[config.mk]
export PLATFORM = sky130hd
export DESIGN_NAME = mul_iterative_flat
export DESIGN_NICKNAME = d
export VERILOG_FILES = /design/src/rtl/mul_iterative_pkg.sv /design/src/rtl/mul_iterative_if.sv /design/src/rtl/mul_iterative_chunk_mac.sv /design/src/rtl/mul_iterative.sv /design/src/flat_wrapper.sv
export SDC_FILE = /design/constraint.sdc
export NUM_CORES = 1
export LEC_CHECK = 0
export ABC_AREA = 0
export BUFFER_PORTS_ARGS = -buffer_cell sky130_fd_sc_hd__buf_2
export CAP_MARGIN = 20
export CORE_MARGIN = 2
export CORE_UTILIZATION = 50
export DETAILED_ROUTE_END_ITERATION = 10
export PLACE_DENSITY = 0.71
export SYNTH_ARGS = -nofsm -noshare
export SYNTH_HDL_FRONTEND = slang
export SYNTH_SLANG_ARGS = --single-unit
[constraint.sdc]
create_clock -name clk -period 13.31 [get_ports clk]
set_input_delay 2.662 -clock clk [delete_from_list [all_inputs] [get_ports clk]]
set_output_delay 2.662 -clock clk [all_outputs]
set_load 0.01 [all_outputs]
[src/rtl/mul_iterative_pkg.sv]
`default_nettype none
// ============================================================================
// Module      : mul_iterative_pkg
// Description : Shared types for the iterative M-extension multiplier:
//               the execute-stage operation enum, the multiplier FSM
//               state enum and the signed_mode encodings.
// Ports       : none (package)
// Revision    : 1.0 - initial release
// ============================================================================
package mul_iterative_pkg;

  // Execute-stage operation subset seen by the multiplier. Non-multiply
  // entries exist so that a start with a foreign op can be rejected.
  typedef enum logic [3:0] {
    NOP    = 4'd0,
    ADD    = 4'd1,
    SUB    = 4'd2,
    DIV    = 4'd3,
    DIVU   = 4'd4,
    MUL    = 4'd5,
    MULH   = 4'd6,
    MULHSU = 4'd7,
    MULHU  = 4'd8
  } iType_e;

  typedef enum logic [1:0] {
    IDLE = 2'd0,
    MAC  = 2'd1,
    DONE = 2'd2
  } mul_state_e;

  // bit0 treats rs1 as signed, bit1 treats rs2 as signed
  localparam logic [1:0] SIGNED_NONE = 2'b00;
  localparam logic [1:0] SIGNED_RS1  = 2'b01;
  localparam logic [1:0] SIGNED_BOTH = 2'b11;

  function automatic logic is_mul_op(iType_e op);
    return (op == MUL) || (op == MULH) || (op == MULHSU) || (op == MULHU);
  endfunction

  function automatic logic [1:0] signed_mode_of(iType_e op);
    logic [1:0] mode;
    mode = SIGNED_NONE;
    if (op == MULH)   mode = SIGNED_BOTH;
    if (op == MULHSU) mode = SIGNED_RS1;
    return mode;
  endfunction

endpackage
`default_nettype wire

[src/rtl/mul_iterative_if.sv]
`default_nettype none
// ============================================================================
// Module      : mul_iterative_if
// Description : Request/response bundle between the execute stage (master)
//               and the iterative multiplier (slave).
// Ports       : start_i, operation_i, first_operand_i, second_operand_i,
//               kill_i (master -> slave); ready_o, done_o, result_o
//               (slave -> master)
// Revision    : 1.0 - initial release
// ============================================================================
interface mul_iterative_if #(
  parameter int XLEN = 32
);
  import mul_iterative_pkg::*;

  logic            start_i;
  iType_e          operation_i;
  logic [XLEN-1:0] first_operand_i;
  logic [XLEN-1:0] second_operand_i;
  logic            kill_i;
  logic            ready_o;
  logic            done_o;
  logic [XLEN-1:0] result_o;

  modport master (
    output start_i, operation_i, first_operand_i, second_operand_i, kill_i,
    input  ready_o, done_o, result_o
  );

  modport slave (
    input  start_i, operation_i, first_operand_i, second_operand_i, kill_i,
    output ready_o, done_o, result_o
  );

endinterface
`default_nettype wire

[src/rtl/mul_iterative_chunk_mac.sv]
`default_nettype none
// ============================================================================
// Module      : mul_chunk_mac
// Description : One multiply-accumulate step: a signed (CHUNK+1)x(CHUNK+1)
//               product of two extended chunks, sign-extended to 2*XLEN,
//               shifted to chunk position pos (= i+j) and added to acc_in.
// Ports       : a_chunk/b_chunk (chunk bits), a_ext/b_ext (extension bit),
//               pos (chunk position), acc_in (accumulator), acc_out (sum)
// Revision    : 1.0 - initial release
// ============================================================================
module mul_chunk_mac #(
  parameter int XLEN  = 32,
  parameter int CHUNK = 16,
  parameter int PW    = 2
) (
  input  logic [CHUNK-1:0]  a_chunk,
  input  logic [CHUNK-1:0]  b_chunk,
  input  logic              a_ext,
  input  logic              b_ext,
  input  logic [PW-1:0]     pos,
  input  logic [2*XLEN-1:0] acc_in,
  output logic [2*XLEN-1:0] acc_out
);

  localparam int PPW = 2 * CHUNK + 2;
  localparam int AW  = 2 * XLEN;
  localparam int SHW = $clog2(AW) + 1;

  logic signed [CHUNK:0]  a_s;
  logic signed [CHUNK:0]  b_s;
  logic signed [PPW-1:0]  prod;
  logic [AW-1:0]          prod_ext;
  logic [SHW-1:0]         shamt;

  assign a_s      = {a_ext, a_chunk};
  assign b_s      = {b_ext, b_chunk};
  assign prod     = PPW'(a_s) * PPW'(b_s);
  // The size cast sign-extends; when CHUNK == XLEN it truncates the two
  // surplus bits, which is harmless because the accumulator is mod 2^AW.
  assign prod_ext = AW'(prod);
  assign shamt    = SHW'(pos) * SHW'(CHUNK);
  assign acc_out  = acc_in + (prod_ext << shamt);

endmodule
`default_nettype wire

[src/rtl/mul_iterative.sv]
`default_nettype none
// ============================================================================
// Module      : mul_iterative
// Description : Multi-cycle RV M-extension multiplier (MUL/MULH/MULHSU/
//               MULHU). One CHUNK x CHUNK signed partial product is
//               accumulated per cycle; zero operands finish immediately.
// Ports       : clk, reset (sync, active-high),
//               bus (mul_iterative_if.slave): start_i, operation_i,
//               first_operand_i, second_operand_i, kill_i, ready_o,
//               done_o, result_o
// Revision    : 1.0 - initial release
// ============================================================================
module mul_iterative
  import mul_iterative_pkg::*;
#(
  parameter int XLEN  = 32,
  parameter int CHUNK = 16
) (
  input  logic           clk,
  input  logic           reset,
  mul_iterative_if.slave bus
);

  localparam int N  = XLEN / CHUNK;
  localparam int CW = (N > 1) ? $clog2(N) : 1;
  localparam int PW = CW + 1;

  mul_state_e         state;
  logic [XLEN-1:0]    op_a;
  logic [XLEN-1:0]    op_b;
  logic               low_half;      // MUL: keep the lower result half
  logic [1:0]         signed_mode;
  logic [CW-1:0]      i_cnt;
  logic [CW-1:0]      j_cnt;
  logic [2*XLEN-1:0]  acc;
  logic [2*XLEN-1:0]  acc_next;
  logic [XLEN-1:0]    result;
  logic               ready;
  logic               done;

  logic [N-1:0][CHUNK-1:0] a_chunks;
  logic [N-1:0][CHUNK-1:0] b_chunks;
  logic [CHUNK-1:0]        a_chunk;
  logic [CHUNK-1:0]        b_chunk;
  logic                    a_ext;
  logic                    b_ext;
  logic [PW-1:0]           pos;
  logic                    i_last;
  logic                    last_pair;
  logic                    accept;
  logic                    zero_operand;

  assign a_chunks = op_a;
  assign b_chunks = op_b;
  assign a_chunk  = a_chunks[i_cnt];
  assign b_chunk  = b_chunks[j_cnt];

  // Only the top chunk of a signed operand carries its sign.
  assign a_ext = signed_mode[0] & (i_cnt == CW'(N - 1)) & a_chunk[CHUNK-1];
  assign b_ext = signed_mode[1] & (j_cnt == CW'(N - 1)) & b_chunk[CHUNK-1];

  assign pos = PW'(i_cnt) + PW'(j_cnt);

  // MUL only needs pairs landing below XLEN, so its inner loop ends at
  // i+j = N-1; the high ops sweep the full N x N square.
  assign i_last    = low_half ? (pos == PW'(N - 1)) : (i_cnt == CW'(N - 1));
  assign last_pair = i_last & (j_cnt == CW'(N - 1));

  assign accept       = ready & bus.start_i & is_mul_op(bus.operation_i) & ~bus.kill_i;
  assign zero_operand = (bus.first_operand_i == '0) | (bus.second_operand_i == '0);

  mul_chunk_mac #(
    .XLEN  (XLEN),
    .CHUNK (CHUNK),
    .PW    (PW)
  ) u_mac (
    .a_chunk (a_chunk),
    .b_chunk (b_chunk),
    .a_ext   (a_ext),
    .b_ext   (b_ext),
    .pos     (pos),
    .acc_in  (acc),
    .acc_out (acc_next)
  );

  always_ff @(posedge clk) begin
    if (reset) begin
      state       <= IDLE;
      op_a        <= '0;
      op_b        <= '0;
      low_half    <= 1'b0;
      signed_mode <= SIGNED_NONE;
      i_cnt       <= '0;
      j_cnt       <= '0;
      acc         <= '0;
      result      <= '0;
      done        <= 1'b0;
      ready       <= 1'b1;
    end else begin
      done <= 1'b0;
      case (state)
        MAC: begin
          if (bus.kill_i) begin
            // Abandon the operation; result keeps the last committed value.
            state <= IDLE;
            ready <= 1'b1;
          end else begin
            acc <= acc_next;
            if (last_pair) begin
              state  <= DONE;
              ready  <= 1'b1;
              done   <= 1'b1;
              result <= low_half ? acc_next[XLEN-1:0] : acc_next[2*XLEN-1:XLEN];
            end else if (i_last) begin
              i_cnt <= '0;
              j_cnt <= j_cnt + CW'(1);
            end else begin
              i_cnt <= i_cnt + CW'(1);
            end
          end
        end
        default: begin
          // IDLE and DONE behave alike: both may accept a new request.
          if (accept) begin
            op_a        <= bus.first_operand_i;
            op_b        <= bus.second_operand_i;
            low_half    <= (bus.operation_i == MUL);
            signed_mode <= signed_mode_of(bus.operation_i);
            acc         <= '0;
            i_cnt       <= '0;
            j_cnt       <= '0;
            if (zero_operand) begin
              state  <= DONE;
              done   <= 1'b1;
              result <= '0;
            end else begin
              state <= MAC;
              ready <= 1'b0;
            end
          end else begin
            state <= IDLE;
          end
        end
      endcase
    end
  end

  assign bus.ready_o  = ready;
  assign bus.done_o   = done;
  assign bus.result_o = result;

endmodule
`default_nettype wire

[src/flat_wrapper.sv]
// flat-port wrapper written by rule: the top's interface ports become plain ports
module mul_iterative_flat import mul_iterative_pkg::*;
#(
  parameter int XLEN  = 32,
  parameter int CHUNK = 16
)
  (clk, reset, bus_start_i, bus_operation_i, bus_first_operand_i, bus_second_operand_i, bus_kill_i, bus_ready_o, bus_done_o, bus_result_o);
  mul_iterative_if #(.XLEN(XLEN)) bus_i ();
  input  logic clk;
  input  logic reset;
  input wire logic [$bits(bus_i.start_i)-1:0] bus_start_i;
  input wire logic [$bits(bus_i.operation_i)-1:0] bus_operation_i;
  input wire logic [$bits(bus_i.first_operand_i)-1:0] bus_first_operand_i;
  input wire logic [$bits(bus_i.second_operand_i)-1:0] bus_second_operand_i;
  input wire logic [$bits(bus_i.kill_i)-1:0] bus_kill_i;
  output wire logic [$bits(bus_i.ready_o)-1:0] bus_ready_o;
  output wire logic [$bits(bus_i.done_o)-1:0] bus_done_o;
  output wire logic [$bits(bus_i.result_o)-1:0] bus_result_o;
  assign bus_i.start_i = bus_start_i;
  assign bus_i.operation_i = bus_operation_i;
  assign bus_i.first_operand_i = bus_first_operand_i;
  assign bus_i.second_operand_i = bus_second_operand_i;
  assign bus_i.kill_i = bus_kill_i;
  assign bus_ready_o = bus_i.ready_o;
  assign bus_done_o = bus_i.done_o;
  assign bus_result_o = bus_i.result_o;
  mul_iterative #(.XLEN(XLEN), .CHUNK(CHUNK)) u_core (.clk(clk), .reset(reset), .bus(bus_i));
endmodule
Word-level counts from Yosys, hierarchy flattened
Cells that the tools add are included.
- output and inout port bits: 34
- logic and storage cells: 95
- memories kept: 0
- latch bits: 0
- flip-flop bits (word level): 169
- RAM bits: 0
- memory bits (read-only): 0
- multiplexer cells: 40
- order comparisons: 2
- div/mod/pow operators: 0
- $mul: 1
- add/subtract/negate cells: 4
- shift-type cells: 1
- reductions and logical operators: 13
- bitwise operators: 11
- equality and inequality tests: 12
- operators by type and width (kind ; number):
    32-bit two-way mux ; 6
    64-bit two-way mux ; 3
    64-bit adder ; 1
    32-bit logical NOT ; 2
    16-bit two-way mux ; 4
    64-bit by 6-bit left shift with 64-bit output ; 1
    17-bit by 17-bit multiplier with 34-bit output ; 1
    1-bit two-way mux ; 20
    2-bit two-way mux ; 7
    4-bit by 3-bit equality test with 1-bit output (second input constant) ; 3
    1-bit bitwise AND ; 8
    4-bit AND reduction ; 2
    2-bit inequality test (second input constant) ; 3
    3-bit AND reduction ; 2
    2-bit by 1-bit equality test with 1-bit output (second input constant) ; 2
    4-bit equality test (second input constant) ; 1
    1-bit by 2-bit < comparator with 1-bit output (second input constant) ; 2
    2-bit by 1-bit inequality test with 1-bit output (second input constant) ; 2
    2-bit AND reduction ; 2
    2-bit nonzero test ; 2
    1-bit logical OR ; 3
    3-bit by 2-bit inequality test with 1-bit output (second input constant) ; 1
    1-bit adder (second input constant) ; 2
    1-bit by 1-bit adder with 2-bit output ; 1
    other kinds (2) ; 3

Longest topological paths before layout
Gate-level depths: netlist of the first run.
- word-level depth: 10
- depth in mapped cells: 43
- depth with buffers taken out: 39

By module
From an unflattened synthesis of the first run, not the netlist that was laid out.
- cell total of the unflattened synthesis: 2646
- area total of the unflattened synthesis: 22091.2 sq um
- modules (own cells, without submodules) (module ; cells an instance ; seq. area each (sq um) ; times used ; area an instance (sq um)):
    mul_chunk_mac ; 1833 ; 0.0 ; 1 ; 15165.8
    mul_iterative ; 813 ; 3383.2 ; 1 ; 6925.4

Worst setup path after synthesis of the first run
No wires, ideal clock.
- path kind: register -> register
- start point: reg u_core.i_cnt
- end point: reg u_core.result[14] (netlist: u_core.bus.result_o[14])
- stages on the path, launching flop included: 39
- path buffers: 4
- period minus slack after synthesis: 10.432 ns
- arrival time: 10.315 ns
- setup time: 0.117 ns
- path slack: 2.878 ns
- cells stage by stage: dfxtp_1 > clkbuf_1 > clkbuf_1 > clkbuf_1 > mux2i_1 > nor2_1 > fa_1 > inv_1 > fa_1 > fa_1 > inv_1 > fa_1 > fa_1 > inv_1 > fa_1 > inv_1 > ha_1 > and2_1 > (+3 left out) > a2111oi_0 > nor3_1 > a211o_1 > xor2_1 > a221o_1 > ha_1 > clkbuf_1 > a221o_1 > nor2b_1 > o31ai_1 > nand4b_1 > a41oi_1 > o22ai_1 > or4_1 > a31oi_1 > xor2_1 > mux2i_1 > a22o_1
- longest elaborated chain between the ends: 10
- ends and longest elaborated chain (element ; RTL line ; text):
    start: declaration ; mul_iterative.sv:33 ; logic [CW-1:0] i_cnt;
    start signal: assignment ; mul_iterative.sv:118 ; i_cnt <= i_cnt + CW'(1);
    16-bit two-way mux (not written as such) (2 in series) ; mul_iterative.sv:55 ; assign a_chunk = a_chunks[i_cnt];
    1-bit bitwise AND ; mul_iterative.sv:59 ; assign a_ext = signed_mode[0] & (i_cnt == CW'(N - 1)) & a_chunk[CHUNK-1];
    17-bit by 17-bit multiplier with 34-bit output ; mul_iterative_chunk_mac.sv:37 ; assign prod = PPW'(a_s) * PPW'(b_s);
    64-bit by 6-bit left shift with 64-bit output ; mul_iterative_chunk_mac.sv:42 ; assign acc_out = acc_in + (prod_ext << shamt);
    64-bit adder ; mul_iterative_chunk_mac.sv:42 ;
    32-bit two-way mux ; mul_iterative.sv:113 ; result <= low_half ? acc_next[XLEN-1:0] : acc_next[2*XLEN-1:XLEN];
    32-bit two-way mux ; mul_iterative.sv:109 ; if (last_pair) begin
    32-bit two-way mux ; mul_iterative.sv:103 ; if (bus.kill_i) begin
    32-bit two-way mux ; mul_iterative.sv:101 ; case (state)
    end signal: assignment ; mul_iterative.sv:113 ;
    end: declaration ; mul_iterative.sv:37 ; logic [XLEN-1:0] result;
Parallel ways exist; a longest one is shown, timed or not. The select of a mux whose other input is x is not followed.
A chain may end at the register's enable or synchronous reset.

Worst setup path in the final report of the first run
- start point: reg u_core.i_cnt
- end point: reg u_core.result[26] (netlist: u_core.bus.result_o[26])
The elaborated chain is that of the path after synthesis.

==> impl_metrics.py, run 1 <==
metrics = {
    "placement": {
        "place_congestion": 0.963,
        "hpwl_mm": 53.5,
        "port_buffers": 105,
    },
    "routing": {
        "wirelength_mm": 66.4,
        "ant_nets": 0,
        "route.detailed.drc": 0,
        "viasPerCell": 5.88,
        "drt_iter0_drc": 1510,
        "dr.pass1.iters": 6,
        "vias": 18800,
        "wl_per_cell_um": 20.8,
    },
    "cells_and_area": {
        "area_growth_syn_to_layout_pct": 7.75,
        "layout_commonest_cell": "nand2_1",
        "drive_gt1_share_pct": 8.79,
        "final_cell_mix": "386 x nand2_1, 323 x inv_1, 297 x fa_1",
        "nNetsFinal": 3158,
        "n_antenna_cell": 0,
    },
    "cts": {
        "worstSkewPairLatency_ns": 0.47,
        "clk_pin_slew_ns": 0.08,
        "cts_setup_buffers": 0,
        "cts_buffers": 17,
        "htree_levels": 4,
        "cts.repair.resized": 0,
        "root_buffer": "clkbuf_16",
        "clock_sinks": 169,
        "holdBufCountCts": 0,
        "ctsLongestPathBuffers": 2,
        "cts_tree": "built",
    },
    "timing": {
        "period_needed_ns": 11.77,
        "whs_ns": 0.442,
        "fin_setup_tns_ns": 0,
        "setup_viol": 0,
        "clock.fmax_mhz": 85.0,
        "period_share_pct": 88.4,
        "skew_ns": 0.0132,
        "rsz0062_at_grt": "no",
        "slew_headroom_pct": 23.0,
        "slew_violations": 0,
        "finalHoldViolCount": 0,
        "worstMarginPinSlew_ns": 1.12,
    },
    "power_and_ir_drop": {
        "total_leakage_power_nw": 11.0,
        "ir_worst_vdd_v": 0.0000683,
        "power.density_mw_per_mm2": 49.2,
    },
    "setup_path": {
        "worstSetupPathType": "reg2reg",
        "end_kind": "register",
        "cpMostUsedCell": "fa_1",
        "worstRegToRegCells": 36,
        "r2r_end": "u_core.bus.result_o[26]",
        "path_depth": 36,
        "ff2ff_setup_slack_ns": 1.54,
        "cp.required_ns": 13.67,
        "critPathArrivalTime_ns": 12.13,
        "crit_slowest_cell": "dfxtp_2",
        "reg2reg_from": "u_core.i_cnt",
        "crit_end": "u_core.bus.result_o[26]",
        "crit_fanout": 38,
        "max_stage_delay_ns": 0.99,
        "startpoint": "u_core.i_cnt",
        "worstSetupStartpointType": "register",
        "cp_num_buf_inv": 4,
        "crit_family": "compound AO/OA/AOI/OAI gates",
    },
    "global_routing": {
        "overflow": 0,
        "grt_first_pass_wirelength_mm": 105,
        "antenna_found_initial": 0,
        "gr-usage-all-layers_pct": 30.7,
        "grt_pass1_vias": 18900,
        "grt_max_degree": 88,
    },
    "synthesis": {
        "synth_top_area_share_pct": 27.7,
        "syn_inst": 2601,
        "avgSynthCellArea_um2": 8.25,
        "synth-main-ff-cell": "dfxtp_1",
        "synth_area_leaders": "fa_1 28%, dfxtp_1 16%, ha_1 8.7%",
        "ys_warn_count": 0,
        "synth_nets": 3120,
        "synthesis.area_mm2": 0.0215,
        "seq_area_frac_synth_pct": 15.8,
        "ys_ff_latch": 169,
        "synth_async_sr_flop_share_pct": 0,
        "ys_types": 76,
        "synth-edff-count": 0,
        "synth_area_leader_cell": "fa_1",
    },
    "flow_run": {
        "maxCapViolCount": 0,
    },
    "outcome": {
        "status": "finished, final reports clean",
    },
    "worst_hold_path": {
        "hp-start": "u_core.bus.result_o[3]",
        "hp-class": "reg2reg",
    },
    "floorplan": {
        "dieHeight_um": 211,
        "dieArea_mm2": 0.0446,
        "coreArea_mm2": 0.0421,
        "row_count": 75,
        "ios": 106,
        "initial_core_util_pct": 50.9,
        "die_x_um": 211,
    },
}
==> cell type report <==
class | instances | area, µm²
sequential | 169 | 3380
fill | 3927 | 19000
inverter | 324 | 1220
multi-input combinational | 1991 | 16500
clock buffer | 17 | 425
tap | 539 | 674
clock inverter | 15 | 203
timing repair buffer | 136 | 768
==> per-layer routing <==
metal  share of wire (%)  up-vias  track usage, %
met5                   0        -               0
met4                 4.5        0            13.0
met3                 6.1      155            4.59
met2                  47      695            51.0
met1                  42     9271            40.0
li1                    -     8641               -
==> where the power goes <==
group          switching (W)  internal, W  total [W]
registers         0.00000463     0.000510   0.000515
clock network       0.000251     0.000288   0.000539
logic              0.0000591    0.0000245  0.0000836
==> through the flow <==
step	setup slack [ns]	cell area, µm²	utilization, %	total power (W)	cells
2_1_floorplan	2.88	21500	-	0.000568	2601
3_3_place_gp	2.07	22500	53.3	0.000606	3155
3_5_place_dp	1.70	22500	53.4	0.000608	3158
4_1_cts	1.66	23100	54.9	0.00114	3190
5_1_grt	0.844	23100	54.9	0.00117	3191
6_report	1.54	23100	54.9	0.00114	3191
==> cells in the mapped netlist (7+ instances only) <==
cell type,instances
ha_1,150
nor4_1,22
o21a_1,18
nor3_1,18
mux2_2,33
clkbuf_1,112
nand3_1,67
nand2b_1,8
dfxtp_1,169
xnor2_1,56
and2_1,21
nor2b_1,12
a211oi_1,11
o31ai_1,9
and3_1,8
o22ai_1,15
inv_1,323
a22o_1,24
a21oi_1,235
mux2i_1,39
a22oi_1,14
fa_1,297
a221o_1,7
nor2_1,257
nand4_1,19
a21o_1,54
o21ai_0,56
a31oi_1,17
o21bai_1,18
xor2_1,40
o211ai_1,7
nand2_1,386
==> kinds of logic after synthesis <==
kind of cell	share of synthesized area (%)
buffers and inverters	7.71
DFF	15.8
xor gates and xnor gates	3.92
and+or+nand+nor	16.6
AOI/OAI and AO/OA	16.0
muxes	3.55
adders and majority gates	36.4
==> worst min-delay path by stage <==
stage	end	slack, ns	cells past startpoint
2_1_floorplan	u_core.b_chunks[25]	0.43	2
3_3_place_gp	u_core.bus.result_o[23]	0.42	2
3_5_place_dp	u_core.bus.result_o[23]	0.43	2
4_1_cts	u_core.bus.result_o[23]	0.44	2
5_1_grt	u_core.bus.result_o[23]	0.47	2
6_report	u_core.bus.result_o[3]	0.44	2
==> sequential cells by signal, summed over array words and instances, names as in the netlist <==
name                 flops
u_core.i_cnt             1
u_core.state             2
u_core.bus.ready_o       1
u_core.bus.done_o        1
u_core.a_chunks         32
u_core.low_half          1
u_core.b_chunks         32
u_core.signed_mode       2
u_core.acc              64
u_core.bus.result_o     32
u_core.j_cnt             1
==> worst register-to-register path: cells and delay by family, from the launching register on <==
kind / cells / cell delay, ns
buf+inv: 4 / 0.21
xor+xnor: 1 / 0.11
flops: 1 / 0.99
fa+ha+maj: 8 / 3.67
compound gates: 16 / 4.18
mux: 1 / 0.97
simple gates: 6 / 1.54
(Power assumes the default switching activity.)
==> run 2, diff against run 1 <==
Settings changed: MAX_ROUTING_LAYER from default to met4.
==> run 2 against run 1 <==
Count of clock-buffer cells in the layout up 2. Total power down 1.0%. Non-clock buffer count up 2. Sequential power about the same. Clock power down 2%. Combinational power about the same. Clock skew down 0.00051 ns. Worst hold slack better by 0.0046 ns. Highest routed layer unchanged.
==> impl_metrics.py, run 2 (synthesized netlist as in run 1, its figures left out) <==
metrics = {
    "cells_and_area": {
        "multi_input_comb_area_mm2": 0.0165,
        "fillCellCount": 3972,
        "n_antenna_cell": 0,
        "ff_latch_area_mm2": 0.00338,
        "layout_commonest_cell": "nand2_1",
        "largest_register_ffs": 64,
        "final_cell_mix": "386 x nand2_1, 323 x inv_1, 297 x fa_1",
        "area_growth_syn_to_layout_pct": 7.74,
        "drive_gt1_share_pct": 8.78,
        "nNetsFinal": 3160,
        "regMostFlops": "u_core.acc",
    },
    "flow_run": {
        "maxCapViolCount": 0,
    },
    "timing": {
        "slew_violations": 0,
        "period_share_pct": 86.4,
        "worstMarginPinSlew_ns": 1.12,
        "setup_viol": 0,
        "clock.fmax_mhz": 87.0,
        "finalHoldViolCount": 0,
        "fin_setup_tns_ns": 0,
        "period_needed_ns": 11.50,
        "slew_headroom_pct": 23.3,
        "whs_ns": 0.447,
        "rsz0062_at_grt": "no",
        "skew_ns": 0.0127,
    },
    "setup_path": {
        "worstSetupStartpointType": "register",
        "critPathArrivalTime_ns": 11.85,
        "worstSetupPathType": "reg2reg",
        "crit_fanout": 38,
        "max_stage_delay_ns": 0.99,
        "cp.required_ns": 13.66,
        "end_kind": "register",
        "crit_slowest_cell": "dfxtp_2",
        "cpMostUsedCell": "fa_1",
    },
    "global_routing": {
        "gr-usage-all-layers_pct": 32.7,
        "grt_first_pass_wirelength_mm": 109,
        "antenna_found_initial": 0,
        "grt_max_degree": 86,
        "grt_pass1_vias": 19200,
        "overflow": 0,
    },
    "floorplan": {
        "die_x_um": 211,
        "ios": 106,
        "dieArea_mm2": 0.0446,
        "coreArea_mm2": 0.0421,
        "initial_core_util_pct": 50.9,
        "dieHeight_um": 211,
        "row_count": 75,
    },
    "routing": {
        "viasPerCell": 5.88,
        "drt_iter0_drc": 1574,
        "ant_nets": 0,
        "route.detailed.drc": 0,
        "wirelength_mm": 68.2,
        "wl_per_cell_um": 21.4,
        "vias": 18800,
        "dr.pass1.iters": 8,
    },
    "power_and_ir_drop": {
        "seqPwrFrac_pct": 45.8,
        "power.density_mw_per_mm2": 48.7,
        "pwr-share-comb_pct": 7.4,
        "ir_worst_vdd_v": 0.0000654,
        "p_switching_w": 0.000309,
        "p_int_w": 0.000817,
        "clock_power_share_pct": 46.8,
        "p_sw_share_pct": 27.4,
        "total_leakage_power_nw": 11.0,
    },
    "placement": {
        "hpwl_mm": 54.9,
        "port_buffers": 105,
        "place_congestion": 0.967,
    },
    "cts": {
        "worstSkewPairLatency_ns": 0.46,
        "cts_tree": "built",
        "cts.repair.resized": 0,
        "clock_sinks": 169,
        "cts_setup_buffers": 0,
        "cts_buffers": 17,
        "ctsLongestPathBuffers": 2,
        "holdBufCountCts": 0,
        "clk_pin_slew_ns": 0.07,
        "htree_levels": 4,
        "root_buffer": "clkbuf_16",
    },
    "worst_hold_path": {
        "hp-class": "reg2reg",
    },
    "outcome": {
        "status": "finished, final reports clean",
    },
}
run 2: changes by cell type in the layout (fill, tap and decap cells not counted), sizes merged:
| cell | before | now |
|---|---|---|
| buf | 136 | 138 |
| clkbuf | 17 | 19 |
| clkinv | 5 | 1 |
| clkinvlp | 1 | 4 |
| inv | 331 | 330 |
run 2: final cells by class:
type                       count  share of cell area [%]
multi-input combinational   1991                    71.2
sequential                   169                    14.6
inverter                     324                    5.26
timing repair buffer         138                    3.47
tap                          539                    2.92
clock buffer                  19                    1.87
clock inverter                13                   0.687
run 2: path summary, 6_finish.rpt:
check / startpoint / to / slack, ns / cells after the start
setup / recovery: u_core.i_cnt / u_core.bus.result_o[14] / 1.81 / 36
hold / removal: u_core.bus.result_o[23] / u_core.bus.result_o[23] / 0.45 / 2
setup reg to reg: u_core.i_cnt / u_core.bus.result_o[14] / 1.81 / 36
hold reg to reg: u_core.bus.result_o[23] / u_core.bus.result_o[23] / 0.45 / 2
run 2: worst max-delay path, delay by kind of cell (launching register included):
family,cells,cell delay (ns)
xor+xnor,1,0.22
buf+inv,4,0.23
mux,2,0.91
simple gates,7,1.96
fa+ha+maj,8,3.67
flops,1,0.99
compound gates,14,3.38
run 2: power groups by stage:
| stage | clock network (W) | registers, W | logic [W] |
|---|---|---|---|
| final | 0.000527 | 0.000515 | 0.0000835 |
| after global routing | 0.000552 | 0.000516 | 0.0000894 |
| after CTS | 0.000529 | 0.000515 | 0.0000815 |
| after detailed placement | 0 | 0.000527 | 0.0000810 |
| after global placement | 0 | 0.000527 | 0.0000796 |
| after floorplan | 0 | 0.000524 | 0.0000444 |
run 2: per-layer routing:
| layer | share of wire (%) | GRT usage [%] | up-vias |
|---|---|---|---|
| li1 | - | - | 8645 |
| met1 | 43 | 41.7 | 9385 |
| met2 | 47 | 53.3 | 606 |
| met3 | 5.2 | 4.00 | 137 |
| met4 | 4.3 | 12.6 | 0 |
| met5 | 0 | - | - |
run 2: through the flow:
step	setup slack [ns]	util, %	area (µm²)	std cells	total power [W]
after global routing	1.07	54.9	23100	3193	0.00116
final	1.81	54.9	23100	3193	0.00113
after floorplan	2.88	-	21500	2601	0.000568
after detailed placement	1.83	53.4	22500	3159	0.000608
after CTS	1.78	54.8	23100	3191	0.00113
after global placement	2.16	53.4	22500	3159	0.000606
